==> config.mk <==
export PLATFORM = sky130hd
export DESIGN_NAME = cpu_bus_master_arb
export DESIGN_NICKNAME = d
export VERILOG_FILES = /design/src/rtl/cpu_bus_master_arb.sv
export SDC_FILE = /design/constraint.sdc
export NUM_CORES = 1
export LEC_CHECK = 0
export BUFFER_PORTS_ARGS = -buffer_cell sky130_fd_sc_hd__buf_2
export CAP_MARGIN = 40
export CORE_MARGIN = 1.5
export CORE_UTILIZATION = 30
export DETAILED_ROUTE_END_ITERATION = 8
export PLACE_DENSITY_LB_ADDON = 0.1
export SLEW_MARGIN = 20
export SYNTH_ARGS = -nofsm -noshare
export SYNTH_HDL_FRONTEND = slang
export SYNTH_SLANG_ARGS = --single-unit
==> constraint.sdc <==
create_clock -name clk -period 1.9 [get_ports clk]
set_input_delay 0.19 -clock clk [delete_from_list [all_inputs] [get_ports clk]]
set_output_delay 0.19 -clock clk [all_outputs]
set_load 0.05 [all_outputs]
==> src/rtl/cpu_bus_master_arb.sv <==
// Round-robin master for the shared CPU configuration bus: one complete
// Intel- or Motorola-style bus cycle per grant, with strobe/ack timeout.
module cpu_bus_master_arb #(
    parameter int unsigned NREQ    = 2,
    parameter int unsigned DW      = 16,
    parameter int unsigned AW      = 24,
    parameter int unsigned TIMEOUT = 15
) (
    input  logic             clk,
    input  logic             rst_n,
    input  logic             bus_mode_cfg,
    input  logic [NREQ-1:0]  req,
    input  logic [NREQ-1:0]  req_we,
    input  logic [NREQ*AW-1:0] req_addr,
    input  logic [NREQ*DW-1:0] req_wdata,
    output logic [NREQ-1:0]  gnt,
    output logic [NREQ-1:0]  done,
    output logic             err,
    output logic [DW-1:0]    rdata,
    output logic             BusMode,
    output logic [AW-1:0]    Addr,
    output logic             Sel,
    output logic [DW-1:0]    DataIn,
    input  logic [DW-1:0]    DataOut,
    output logic             Rd_DS,
    output logic             Wr_RW,
    input  logic             Rdy_Dtack
);

    localparam int unsigned IW = (NREQ > 1) ? $clog2(NREQ) : 1;
    localparam int unsigned CW = $clog2(TIMEOUT + 1);

    typedef enum logic [1:0] {
        IDLE,
        SETUP,
        STROBE,
        RECOVER
    } state_t;

    state_t          state_q, state_d;
    logic [NREQ-1:0] gnt_q, gnt_d;
    logic [NREQ-1:0] done_q, done_d;
    logic            err_q, err_d;
    logic [DW-1:0]   rdata_q, rdata_d;
    logic [DW-1:0]   wdata_q, wdata_d;
    logic [AW-1:0]   addr_q, addr_d;
    logic            we_q, we_d;
    logic            mode_q, mode_d;
    logic [IW-1:0]   ptr_q, ptr_d;
    logic [CW-1:0]   cnt_q, cnt_d;
    logic [CW-1:0]   cnt_inc;

    logic [IW-1:0]   pick;
    logic [IW-1:0]   idx;
    logic            found;

    assign cnt_inc = cnt_q + 1'b1;

    // First pending requester at or after the pointer, wrapping upward.
    always_comb begin
        pick  = '0;
        found = 1'b0;
        idx   = '0;
        for (int unsigned k = 0; k < NREQ; k++) begin
            idx = IW'((ptr_q + k) % NREQ);
            if (!found && req[idx]) begin
                found = 1'b1;
                pick  = idx;
            end
        end
    end

    always_ff @(posedge clk or negedge rst_n) begin
        if (!rst_n) begin
            state_q <= IDLE;
            gnt_q   <= '0;
            done_q  <= '0;
            err_q   <= 1'b0;
            rdata_q <= '0;
            wdata_q <= '0;
            addr_q  <= '0;
            we_q    <= 1'b0;
            mode_q  <= 1'b1;
            ptr_q   <= '0;
            cnt_q   <= '0;
        end else begin
            state_q <= state_d;
            gnt_q   <= gnt_d;
            done_q  <= done_d;
            err_q   <= err_d;
            rdata_q <= rdata_d;
            wdata_q <= wdata_d;
            addr_q  <= addr_d;
            we_q    <= we_d;
            mode_q  <= mode_d;
            ptr_q   <= ptr_d;
            cnt_q   <= cnt_d;
        end
    end

    always_comb begin
        state_d = state_q;
        gnt_d   = gnt_q;
        done_d  = '0;
        err_d   = 1'b0;
        rdata_d = rdata_q;
        wdata_d = wdata_q;
        addr_d  = addr_q;
        we_d    = we_q;
        mode_d  = mode_q;
        ptr_d   = ptr_q;
        cnt_d   = cnt_q;
        unique case (state_q)
            IDLE: begin
                if (found) begin
                    gnt_d   = NREQ'(1) << pick;
                    addr_d  = req_addr[pick*AW +: AW];
                    wdata_d = req_wdata[pick*DW +: DW];
                    we_d    = req_we[pick];
                    mode_d  = bus_mode_cfg;
                    ptr_d   = (pick == IW'(NREQ - 1)) ? '0 : pick + 1'b1;
                    state_d = SETUP;
                end
            end
            SETUP: begin
                cnt_d   = '0;
                state_d = STROBE;
            end
            STROBE: begin
                // An ack in the final allowed cycle wins over the timeout.
                if (!Rdy_Dtack) begin
                    if (!we_q) begin
                        rdata_d = DataOut;
                    end
                    done_d  = gnt_q;
                    gnt_d   = '0;
                    cnt_d   = '0;
                    state_d = RECOVER;
                end else if (cnt_inc == CW'(TIMEOUT)) begin
                    err_d   = 1'b1;
                    done_d  = gnt_q;
                    gnt_d   = '0;
                    cnt_d   = '0;
                    state_d = RECOVER;
                end else begin
                    cnt_d = cnt_inc;
                end
            end
            RECOVER: begin
                if (Rdy_Dtack || (cnt_inc == CW'(TIMEOUT))) begin
                    cnt_d   = '0;
                    state_d = IDLE;
                end else begin
                    cnt_d = cnt_inc;
                end
            end
            default: state_d = IDLE;
        endcase
    end

    always_comb begin
        Sel   = 1'b1;
        Rd_DS = 1'b1;
        Wr_RW = 1'b1;
        unique case (state_q)
            SETUP: begin
                Sel   = 1'b0;
                Wr_RW = mode_q ? 1'b1 : ~we_q;
            end
            STROBE: begin
                Sel = 1'b0;
                if (mode_q) begin
                    if (we_q) begin
                        Wr_RW = 1'b0;
                    end else begin
                        Rd_DS = 1'b0;
                    end
                end else begin
                    Rd_DS = 1'b0;
                    Wr_RW = ~we_q;
                end
            end
            default: ;
        endcase
    end

    assign gnt     = gnt_q;
    assign done    = done_q;
    assign err     = err_q;
    assign rdata   = rdata_q;
    assign BusMode = mode_q;
    assign Addr    = addr_q;
    assign DataIn  = wdata_q;

endmodule

After elaboration in Yosys (flattened, before gate mapping):

Cells that the tools add are included.

* output and inout port bits: 65
* word-level logic and storage cells: 79
* register bits: 70

* reductions and logical operators: 11
* magnitude comparators: 3
* bitwise logic cells: 2
* multiplexer cells: 38
* multipliers: 1
* shift operators: 3
* equality and inequality tests: 7
* $add $sub $neg: 3

Operators by type and width (number)
* $shiftx 48x7->24: 1
* $shiftx 32x6->16: 1
* $mux 1: 21
* $mux 2: 10
* $mux 4: 3
* $pmux 4 s3: 1
* $reduce_and 3->1: 3
* $pmux 2 s4: 1
* $lt 1x2->1 const B: 3
* $add 4x1->4 const B: 1
* $eq 2x2->1 const B: 2
* $eq 4x4->1 const B: 1
* $ne 2x2->1 const B: 2
* $pmux 2 s2: 1
* $mul 1x2->3 const B: 1
* $ne 3x3->1 const B: 1
* $reduce_bool 3->1: 1
* $add 1x1->1 const B: 2
* $eq 2x1->1 const B: 1
* $logic_not 2->1: 1
* $not 1->1: 2
* $pmux 1 s2: 1
* $reduce_and 2->1: 1
* $reduce_bool 2->1: 1
* other kinds (5): 5

Depth between registers and ports, before layout:

Gate-level depths: netlist (run 1).

* depth in word-level cells: 9
* depth in mapped cells: 8

Worst setup path before layout (run 1):

No wires, ideal clock.

* path kind: reg2reg
* start: register state_q[0]
* end: register rdata_q[0], in the netlist rdata[0]
* path buffers: 2
* path slack: 0.203 ns
* required time: 1.775 ns
* arrival time: 1.573 ns
* cell stages (with the launch flop): 8
* path through: dfrtp_1 > inv_1 > ha_1 > nor2b_1 > nor2b_1 > buf_2 > buf_4 > mux2_2

* word-level cells in the longest chain between the ends: 2

Ends and longest elaborated chain
* from (decl): RTL line 40 `state_t state_q, state_d;`
* from (signal assigned): RTL line 87 `state_q <= state_d;`
* $eq 2x2->1: RTL line 113 `unique case (state_q)`
* $reduce_and 3->1 (no source line)
* to (signal assigned): RTL line 91 `rdata_q <= rdata_d;`
* to (decl): RTL line 44 `logic [DW-1:0] rdata_q, rdata_d;`

No other way between the ends.
A chain may end at the register's enable or synchronous reset.

Worst setup path in the final report (run 1):

* start: register cnt_q[0]
* end: register state_q[0]

* word-level cells in the longest chain between the ends: 5

Ends and longest elaborated chain
* from (decl): RTL line 50 `logic [CW-1:0] cnt_q, cnt_d;`
* from (signal assigned): RTL line 97 `cnt_q <= cnt_d;`
* $add 4x1->4 *: RTL line 57 `assign cnt_inc = cnt_q + 1'b1;`
* $eq 4x4->1 *: RTL line 139, 150
* $logic_or 1x1->1: RTL line 150 `if (Rdy_Dtack || (cnt_inc == CW'(TIMEOUT))) begin`
* $ne 2x2->1 (no source line)
* $reduce_and 3->1 (no source line) *

Mark *: on every way between the ends. The rest lies on a longest branch, timed or not.

==> results by group, run 1 <==
Worst setup path
  • Crit. End Element: flip-flop
  • Worst R2R Path Depth: 6
  • Worst R2R Start: cnt_q[0]$_DFFE_PN0P_
  • Flop-to-flop setup slack: 0.14 ns
  • Worst Path Required: 2.12 ns
  • Worst-path fanout max: 8
  • Worst EP arrival: 1.98 ns
  • Startpoint types: flip-flop
  • Crit Path Class: reg2reg
  • Reg2reg end: state_q[0]$_DFFE_PN0P_

Route
  • Via count: 2713
  • Pre-antenna DRT Iters: 5
  • Post-DR wirelength/cell: 12.6 µm
  • First-iteration detailed-routing DRC count: 78
  • Vias per inst: 4.40
  • DR DRC count: 0
  • Antenna-violating nets left: 0
  • Routed WL: 7760 µm

Pwr
  • PwrDens: 1960 nW/µm²
  • Max VDD drop: 0.000887 V
  • Tot Pwr: 9.01 mW
  • P_leak: 2.48 nW

Finish
  • Commonest non-fill, non-tap cell in the layout: buf_2
  • Final nets: 582
  • Area grow syn2layout: 39.3%
  • Cell Count, Final, Fillers Out: 616
  • Fin area: 4610 µm²
  • Fraction of layout cells with a size suffix above 1: 46.4%
  • Ant diodes: 0
  • Most frequent cells in the layout: 166 x buf_2, 69 x dfrtp_1, 53 x nand2_1
  • Final core occ: 42.7%

STA
  • WHS: 0.0694 ns
  • Worst slew margin: 68.7%
  • Final TNS setup: 0 ns
  • Max Slew Vio Count: 0
  • Final Critical Period: 1.76 ns
  • Fmax: 0.568 GHz
  • Final hold violations: 0
  • Slew @ Worst Pin: 0.467 ns
  • Skew final: 0.00977 ns
  • Setup ws final: 0.140 ns
  • RSZ-0062 raised after global routing: no
  • Final setup viols: 0
  • Crit share post-route: 92.6%

Min path
  • Min-Delay Endpoint: rdata[0]$_DFFE_PN0P_
  • Hold Path Depth: 2
  • Hold crit path type: in2reg
  • Hold Crit Start: DataOut[0]

Clocking
  • Num Clock Sinks: 70
  • Clock Path Buffers: 2
  • H-tree Lvls: 3
  • Worst-path clk slew: 0.09 ns
  • Clk root buf: clkbuf_8
  • CTS buffer count: 9
  • Setup bufs post-CTS: 0
  • Clk_lat worst skew: 0.35 ns
  • CTS tree: built

Die
  • Initial Utilization: 30.7%
  • Die Y: 108 µm
  • I/O pins: 169
  • Cell Rows: 38
  • Die area: 11700 µm²
  • Chip Width: 108 µm
  • Core ar.: 10800 µm²

Logic synthesis
  • Post-synth EDFFs: 0
  • Post-Syn Instances: 302
  • Syn. warnings: 0
  • Number of synthesized register bits: 70
  • Ys async rst share: 100%
  • Distinct cells, synth: 36
  • Synth Flop Type: dfrtp_1
  • Mapped Area: 3310 µm²
  • Sequential area share after synthesis: 53.0%
  • Syn nets: 413
  • Synth area leaders: dfrtp_1 52%, mux2i_1 13%, o21ai_0 6.1%, nand2_1 6.0%, mux2_2 5.8%
  • Area share of the largest cell type after synthesis: 52.2%
  • Dominant cell type by area after synthesis: dfrtp_1
  • Synthesized area per cell: 11.0 µm²

Global routing
  • GRT Overall Usage: 13.5%
  • Initial antenna violation count: 0
  • Largest net degree at the start of global routing: 45
  • First-pass GRT wire length: 12100 µm
  • Overflow after GRT: 0
  • Vias in the first global route: 2513

Placement
  • Post-DP HPWL: 5930 µm
  • Place WS: 0.105 ns
  • Gpl congestion: 0.754
  • Inst Count DP: 599
  • I/O Buffers: 168
  • Area after DPL: 4330 µm²

Outcome
  • Outcome: finished clean

Flow run
  • Total of max-cap violations: 0
[cell families (layout without fill, tap and decap cells)]
logic type / count (synthesis) / count (layout) / synth area share (%)
flip-flops: 70 / 70 / 53.0
multiplexers: 61 / 61 / 19.1
buffers and inverters: 26 / 200 / 4.46
adder cells (fa/ha/maj): 7 / 7 / 2.65
AND/OR/NAND/NOR: 73 / 73 / 9.49
AO/OA/AOI/OAI: 65 / 65 / 11.3
[synth_stat cells, drive strengths merged, types with 2 or more instances]
cell,count
and3,2
nor3,3
nor2,3
buf,13
a21oi,4
ha,7
mux2i,44
inv,7
nor2b,6
dfrtp,69
o21ai,48
a31oi,3
nand3b,2
o2bb2ai,2
mux2,17
clkbuf,6
nand2,53
[critical path, stage by stage (launching register included)]
cell	delay, ns
dfrtp_1	0.46
ha_1	0.26
nor2b_1	0.23
and2_1	0.18
o21ai_2	0.09
a2111oi_2	0.31
o21ai_1	0.10
[worst max-delay path by stage]
stage / from / end / cells after the start
2_1_floorplan: state_q[0]$_DFFE_PN0P_ / rdata[0]$_DFFE_PN0P_ / 7
3_3_place_gp: state_q[0]$_DFFE_PN0P_ / rdata[0]$_DFFE_PN0P_ / 6
4_1_cts: state_q[0]$_DFFE_PN0P_ / Wr_RW / 6
6_report: cnt_q[0]$_DFFE_PN0P_ / state_q[0]$_DFFE_PN0P_ / 6
5_1_grt: cnt_q[1]$_DFFE_PN0P_ / state_q[0]$_DFFE_PN0P_ / 6
3_5_place_dp: state_q[0]$_DFFE_PN0P_ / rdata[3]$_DFFE_PN0P_ / 6
[flip-flops by register name (all words and copies together), names as in the netlist]
register	flops
Addr	24
BusMode	1
DataIn	16
cnt_q	4
done	2
err	1
gnt	2
ptr_q	1
rdata	16
state_q	2
we_q	1
[layer usage]
layer	GRT usage [%]	vias up	routed length (µm)
met2	19.6	116	3420
met1	18.4	1207	3560
met5	0	-	0
met4	5.36	0	74
met3	4.82	6	705
li1	-	1384	-
[repair_timing]
item	CTS	global route
hold buffers	1	0
setup endpoints to repair	1	18
hold endpoints to repair	27	0
pin swaps	0	0
resized for setup	1	6
[report_power, final]
group | total (mW) | internal [mW] | switching, mW
clock | 1.51 | 0.893 | 0.620
sequential | 2.55 | 2.17 | 0.380
combinational | 4.95 | 1.35 | 3.60
total | 9.01 | 4.41 | 4.60
[cell type report]
type                       count  area [µm²]
timing repair buffer         177         957
multi-input combinational    206        1450
clock inverter                 7         128
sequential                    70        1750
fill                        1082        6180
tap                          140         175
clock buffer                   9         124
inverter                       7        26.3
Note: power is estimated with default switching activity, not from simulation.
==> run 2: changes to the inputs <==
CORE_UTILIZATION = 46   (was 30)
PLACE_DENSITY = 0.81   (was unset)
PLACE_DENSITY_LB_ADDON = unset   (was 0.1)
==> results by group, run 2 (synthesized netlist as in run 1, its figures left out) <==
Global routing
  • Initial antenna violation count: 0 (unchanged)
  • GRT Overall Usage: 19.9% (+6.4 points)
  • First-pass GRT wire length: 12000 µm (-1.1%)
  • Vias in the first global route: 2604 (+3.6%)
  • Largest net degree at the start of global routing: 71 (+58%)
  • Overflow after GRT: 0 (unchanged)

Clocking
  • Worst-path clk slew: 0.07 ns (-0.02 ns)
  • CTS buffer count: 9 (unchanged)
  • Clock Path Buffers: 2 (unchanged)
  • H-tree Lvls: 3 (unchanged)
  • CTS tree: built
  • Clk_lat worst skew: 0.32 ns (-0.03 ns)
  • Clk root buf: clkbuf_8
  • Num Clock Sinks: 70 (unchanged)

Finish
  • Reg area: 1750 µm² (about the same)
  • Multi-input logic area: 1440 µm² (-0.17%)
  • Largest register FFs: 24 (unchanged)
  • Fraction of layout cells with a size suffix above 1: 46.0% (-0.42 points)
  • Area grow syn2layout: 36.0%
  • Ant diodes: 0 (unchanged)
  • Final nets: 584 (+0.34%)
  • Fin area: 4500 µm² (-2.4%)
  • Most frequent cells in the layout: 167 x buf_2, 68 x dfrtp_1, 53 x nand2_1
  • Fill cells: 577 (-47%)
  • Commonest non-fill, non-tap cell in the layout: buf_2

Worst setup path
  • Worst R2R Path Depth: 6 (unchanged)
  • Worst R2R Start: cnt_q[1]$_DFFE_PN0P_
  • Reg2reg end: state_q[0]$_DFFE_PN0P_
  • Worst EP arrival: 1.56 ns (-0.42 ns)
  • Flop-to-flop setup slack: 0.17 ns (+0.03 ns)
  • Crit Path Class: reg2out
  • Worst Path Required: 1.71 ns (-0.41 ns)
  • Startpoint types: flip-flop
  • Crit. End Element: output port
  • Worst-path fanout max: 4 (-4)

STA
  • Skew final: 0.00867 ns (-0.00109 ns)
  • Final hold violations: 0 (unchanged)
  • Final TNS setup: 0 ns (unchanged)
  • Fmax: 0.572 GHz (+0.71%)
  • Final Critical Period: 1.75 ns (-0.0124 ns)
  • Max Slew Vio Count: 0 (unchanged)
  • Worst slew margin: 75.2% (+6.5 points)
  • WHS: 0.0980 ns (+0.0287 ns)
  • Slew @ Worst Pin: 0.372 ns (-0.0957 ns)
  • Crit share post-route: 92.0% (-0.65 points)
  • Final setup viols: 0 (unchanged)

Route
  • Met3 WL post-DR: 474 µm (-33%)
  • DR DRC count: 0 (unchanged)
  • Antenna-violating nets left: 0 (unchanged)
  • Wl on met1: 3310 µm (-6.9%)
  • Met2 wire length: 3910 µm (+14%)
  • Top sig layer: met4
  • Post-DR wirelength/cell: 13.6 µm (+7.8%)
  • Routed WL: 7770 µm (+0.14%)
  • First-iteration detailed-routing DRC count: 73 (-6.4%)
  • Via count: 2765 (+1.9%)
  • Vias per inst: 4.83 (+9.8%)
  • Pre-antenna DRT Iters: 4 (-1)

Min path
  • Min-Delay Endpoint: rdata[1]$_DFFE_PN0P_
  • Hold crit path type: in2reg
  • Hold Path Depth: 2 (unchanged)
  • Hold Crit Start: DataOut[1]

Placement
  • Area after DPL: 4290 µm² (-0.87%)
  • Gpl congestion: 0.811 (+7.6%)
  • I/O Buffers: 168 (unchanged)
  • Post-DP HPWL: 5960 µm (+0.49%)

Die
  • Die Y: 87.8 µm (-19%)
  • Core ar.: 6870 µm² (-36%)
  • Chip Width: 87.8 µm (-19%)
  • I/O pins: 169 (unchanged)
  • Initial Utilization: 48.2% (+18 points)
  • Die area: 7710 µm² (-34%)
  • Cell Rows: 30 (-21%)

Pwr
  • PwrDens: 1920 nW/µm² (-2.0%)
  • P_leak: 2.46 nW (-0.92%)
  • Max VDD drop: 0.000863 V (-2.8%)

Flow run
  • Total of max-cap violations: 0 (unchanged)

Outcome
  • Outcome: finished clean
## run 2: layout make-up
type                    instances  area share, %
well taps                      96           2.67
repair buffers                179           21.8
multi-input cells             206           32.1
flip-flops and latches         70           39.0
inverters                       7          0.584
clock inverters                 1          0.111
clock buffers                  13           3.75
## run 2: worst max path at each step
stage / to / slack [ns] / start
6_report: Wr_RW / 0.15 / state_q[0]$_DFFE_PN0P_
5_1_grt: state_q[0]$_DFFE_PN0P_ / -0.006 / cnt_q[1]$_DFFE_PN0P_
4_1_cts: Wr_RW / 0.07 / state_q[0]$_DFFE_PN0P_
3_5_place_dp: state_q[0]$_DFFE_PN0P_ / 0.09 / cnt_q[0]$_DFFE_PN0P_
3_3_place_gp: rdata[3]$_DFFE_PN0P_ / 0.22 / state_q[0]$_DFFE_PN0P_
2_1_floorplan: rdata[0]$_DFFE_PN0P_ / 0.20 / state_q[0]$_DFFE_PN0P_
## run 2: timing repair
action	CTS	global route
gates resized for setup	0	7
setup buffers	0	1
endpoints found under the setup margin	0	22
endpoints found under the hold margin	69	0
hold buffers	1	0
## run 2: report_power, final
part / total (mW) / internal [mW] / switching, mW
logic: 4.99 / 1.37 / 3.62
registers: 2.58 / 2.18 / 0.401
clock network: 1.05 / 0.566 / 0.489
total: 8.63 / 4.12 / 4.51
## run 2: routing by layer
metal	global-route usage, %	vias up
met4	5.92	0
met5	0	-
met1	25.3	1262
met3	4.34	7
li1	-	1388
met2	34.1	108
## run 2: critical path, stage by stage, from the launching register on
cell and delay, ns:
dfrtp_1 0.37, inv_1 0.09, ha_1 0.21, nor2b_1 0.14
o22ai_1 0.15, nand2_1 0.08, buf_4 0.19
## run 2: metrics by stage
stage / utilization (%) / std cells / worst slack (ns) / power [mW]
2_1_floorplan: - / 302 / 0.203 / 6.28
5_1_grt: 65.5 / 572 / -0.00627 / 9.16
3_3_place_gp: 62.4 / 556 / 0.223 / 7.43
4_1_cts: 65.1 / 571 / 0.0730 / 8.66
6_report: 65.5 / 572 / 0.152 / 8.63
3_5_place_dp: 62.4 / 556 / 0.0927 / 7.59
==> run 3: changes to the inputs <==
CORE_UTILIZATION = 41   (was 46)
PLACE_DENSITY = 0.76   (was 0.81)
REMOVE_ABC_BUFFERS = 1   (was unset)
clock period = 1.5 ns   (was 1.9 ns; I/O delays follow)
==> results by group, run 3 (synthesized netlist as in run 1, its figures left out) <==
Die
  • Initial Utilization: 42.6% (-5.6 points)
  • Die area: 8620 µm² (+12%)
  • Cell Rows: 32 (+6.7%)
  • Die Y: 92.8 µm (+5.7%)
  • Core ar.: 7770 µm² (+13%)
  • I/O pins: 169 (unchanged)
  • Chip Width: 92.8 µm (+5.7%)

Finish
  • Most frequent cells in the layout: 164 x buf_2, 69 x dfrtp_1, 51 x nand2_1
  • Final core occ: 68.1% (+2.6 points)
  • Ant diodes: 0 (unchanged)
  • Fill cells: 598 (+3.6%)
  • Cell Count, Final, Fillers Out: 619 (+8.2%)
  • Final nets: 623 (+6.7%)
  • Commonest non-fill, non-tap cell in the layout: buf_2
  • Area grow syn2layout: 59.9%
  • Fraction of layout cells with a size suffix above 1: 54.7% (+8.7 points)
  • Largest register FFs: 24 (unchanged)

STA
  • Max Slew Vio Count: 0 (unchanged)
  • RSZ-0062 raised after global routing: yes
  • Slew @ Worst Pin: 0.511 ns (+0.139 ns)
  • Final Critical Period: 1.66 ns
  • Fmax: 0.603 GHz
  • Skew final: 0.00696 ns (-0.00171 ns)
  • Worst slew margin: 65.8% (-9.4 points)
  • Final hold violations: 0 (unchanged)
  • Crit share post-route: 111%
  • Setup ws final: -0.159 ns (-0.311 ns)
  • Final setup viols: 61 (+61)
  • WHS: 0.0392 ns (-0.0589 ns)

Worst setup path
  • Crit. End Element: output port
  • Worst EP arrival: 1.51 ns (-0.05 ns)
  • Crit Path Class: reg2out
  • Worst-path fanout max: 2 (-2)
  • Worst Path Required: 1.35 ns (-0.36 ns)
  • Startpoint types: flip-flop

Outcome
  • Outcome: complete, but fails checks
  • Failing checks: negative setup slack

Clocking
  • Clk root buf: clkbuf_8
  • Clk_lat worst skew: 0.34 ns (+0.02 ns)
  • H-tree Lvls: 3 (unchanged)
  • CTS buffer count: 9 (unchanged)
  • Worst-path clk slew: 0.08 ns (about the same)
  • CTS tree: built
  • Clock Path Buffers: 2 (unchanged)
  • Num Clock Sinks: 70 (unchanged)

Route
  • Pre-antenna DRT Iters: 4 (unchanged)
  • Routed WL: 9340 µm (+20%)
  • DR DRC count: 0 (unchanged)
  • First-iteration detailed-routing DRC count: 92 (+26%)
  • Post-DR wirelength/cell: 15.1 µm (+11%)
  • Antenna-violating nets left: 0 (unchanged)
  • Via count: 3034 (+9.7%)
  • Vias per inst: 4.90 (+1.4%)

Pwr
  • Max VDD drop: 0.00131 V (+51%)
  • Tot Pwr: 13.2 mW (+54%)
  • P_leak: 2.78 nW (+13%)
  • PwrDens: 2500 nW/µm² (+31%)

Global routing
  • Overflow after GRT: 0 (unchanged)
  • First-pass GRT wire length: 12800 µm (+6.9%)
  • Vias in the first global route: 2852 (+9.5%)
  • Largest net degree at the start of global routing: 47 (-34%)
  • Initial antenna violation count: 0 (unchanged)
  • GRT Overall Usage: 18.9% (-1.1 points)

Flow run
  • Total of max-cap violations: 0 (unchanged)

Placement
  • Gpl congestion: 0.754 (-7.0%)
  • Inst Count DP: 575 (+3.4%)
  • Post-DP HPWL: 5790 µm (-2.7%)
  • I/O Buffers: 168 (unchanged)

Min path
  • Hold crit path type: in2reg
run 3: cell count changes in the layout (fill, tap and decap cells not counted), moves of 4 or more:
cell and delta:
o21ai_4 +4, buf_6 +16, o21ai_0 -25, buf_4 +12, ha_1 -6, ha_2 +4
o21ai_1 +25, clkbuf_16 +7
run 3: area by class of cell:
class / instances / area (µm²) / share of cell area [%]
Clock buffer: 9 / 124 / 2.34
Sequential cell: 70 / 1750 / 33.1
Clock inverter: 7 / 120 / 2.27
Tap cell: 102 / 128 / 2.41
Timing Repair Buffer: 216 / 1500 / 28.3
Inverter: 7 / 26.3 / 0.497
Multi-Input combinational cell: 208 / 1640 / 31.0
run 3: layer usage:
layer	vias up	GRT usage, %	wire [µm]
li1	1478	-	-
met2	120	32.6	4880
met1	1420	22.0	3810
met4	0	8.96	148
met3	16	4.27	502
met5	-	0	0
run 3: per-stage QoR:
step                setup TNS [ns]  cell area [µm²]  worst slack (ns)
detailed placement           -3.23             4410            -0.173
floorplan                  -147.02             3190             -3.11
global placement             -1.95             4410            -0.106
CTS                          -1.58             4810            -0.157
finish                       -3.71             5290            -0.159
global route                 -8.56             5290            -0.255
run 3: final timing paths:
| kind | start | end | slack [ns] | cells after the start |
|---|---|---|---|---|
| max in group asynchronous | rst_n | DataIn[10]$_DFFE_PN0P_ | 0.74 | 3 |
| worst max register to register | state_q[0]$_DFFE_PN0P_ | rdata[3]$_DFFE_PN0P_ | -0.12 | 6 |
| min in group asynchronous | rst_n | rdata[5]$_DFFE_PN0P_ | 0.22 | 2 |
| worst min register to register | DataIn[14]$_DFFE_PN0P_ | DataIn[14]$_DFFE_PN0P_ | 0.48 | 2 |
| worst max-delay path | state_q[1]$_DFFE_PN0P_ | Wr_RW | -0.16 | 6 |
| worst min-delay path | DataOut[12] | rdata[12]$_DFFE_PN0P_ | 0.04 | 2 |
run 3: power breakdown:
part	leakage (nW)	internal, mW	total (mW)	switching [mW]
registers	0.868	2.76	3.27	0.511
logic	1.80	2.96	8.13	5.17
clock network	0.120	1.11	1.84	0.732
run 3: what timing repair did:
item,CTS,global route
pin swaps,6,4
cloned,0,17
gates resized for setup,31,56
endpoints found under the hold margin,50,0
hold buffers,1,0
endpoints found under the setup margin,36,70
setup buffers,6,4
run 3: worst max-delay path, stage by stage, from the launching register on:
cell and delay [ns]:
dfrtp_1 0.42, ha_4 0.18, nor2b_4 0.12, buf_6 0.11, o22ai_2 0.10, nand2_1 0.08
buf_6 0.15
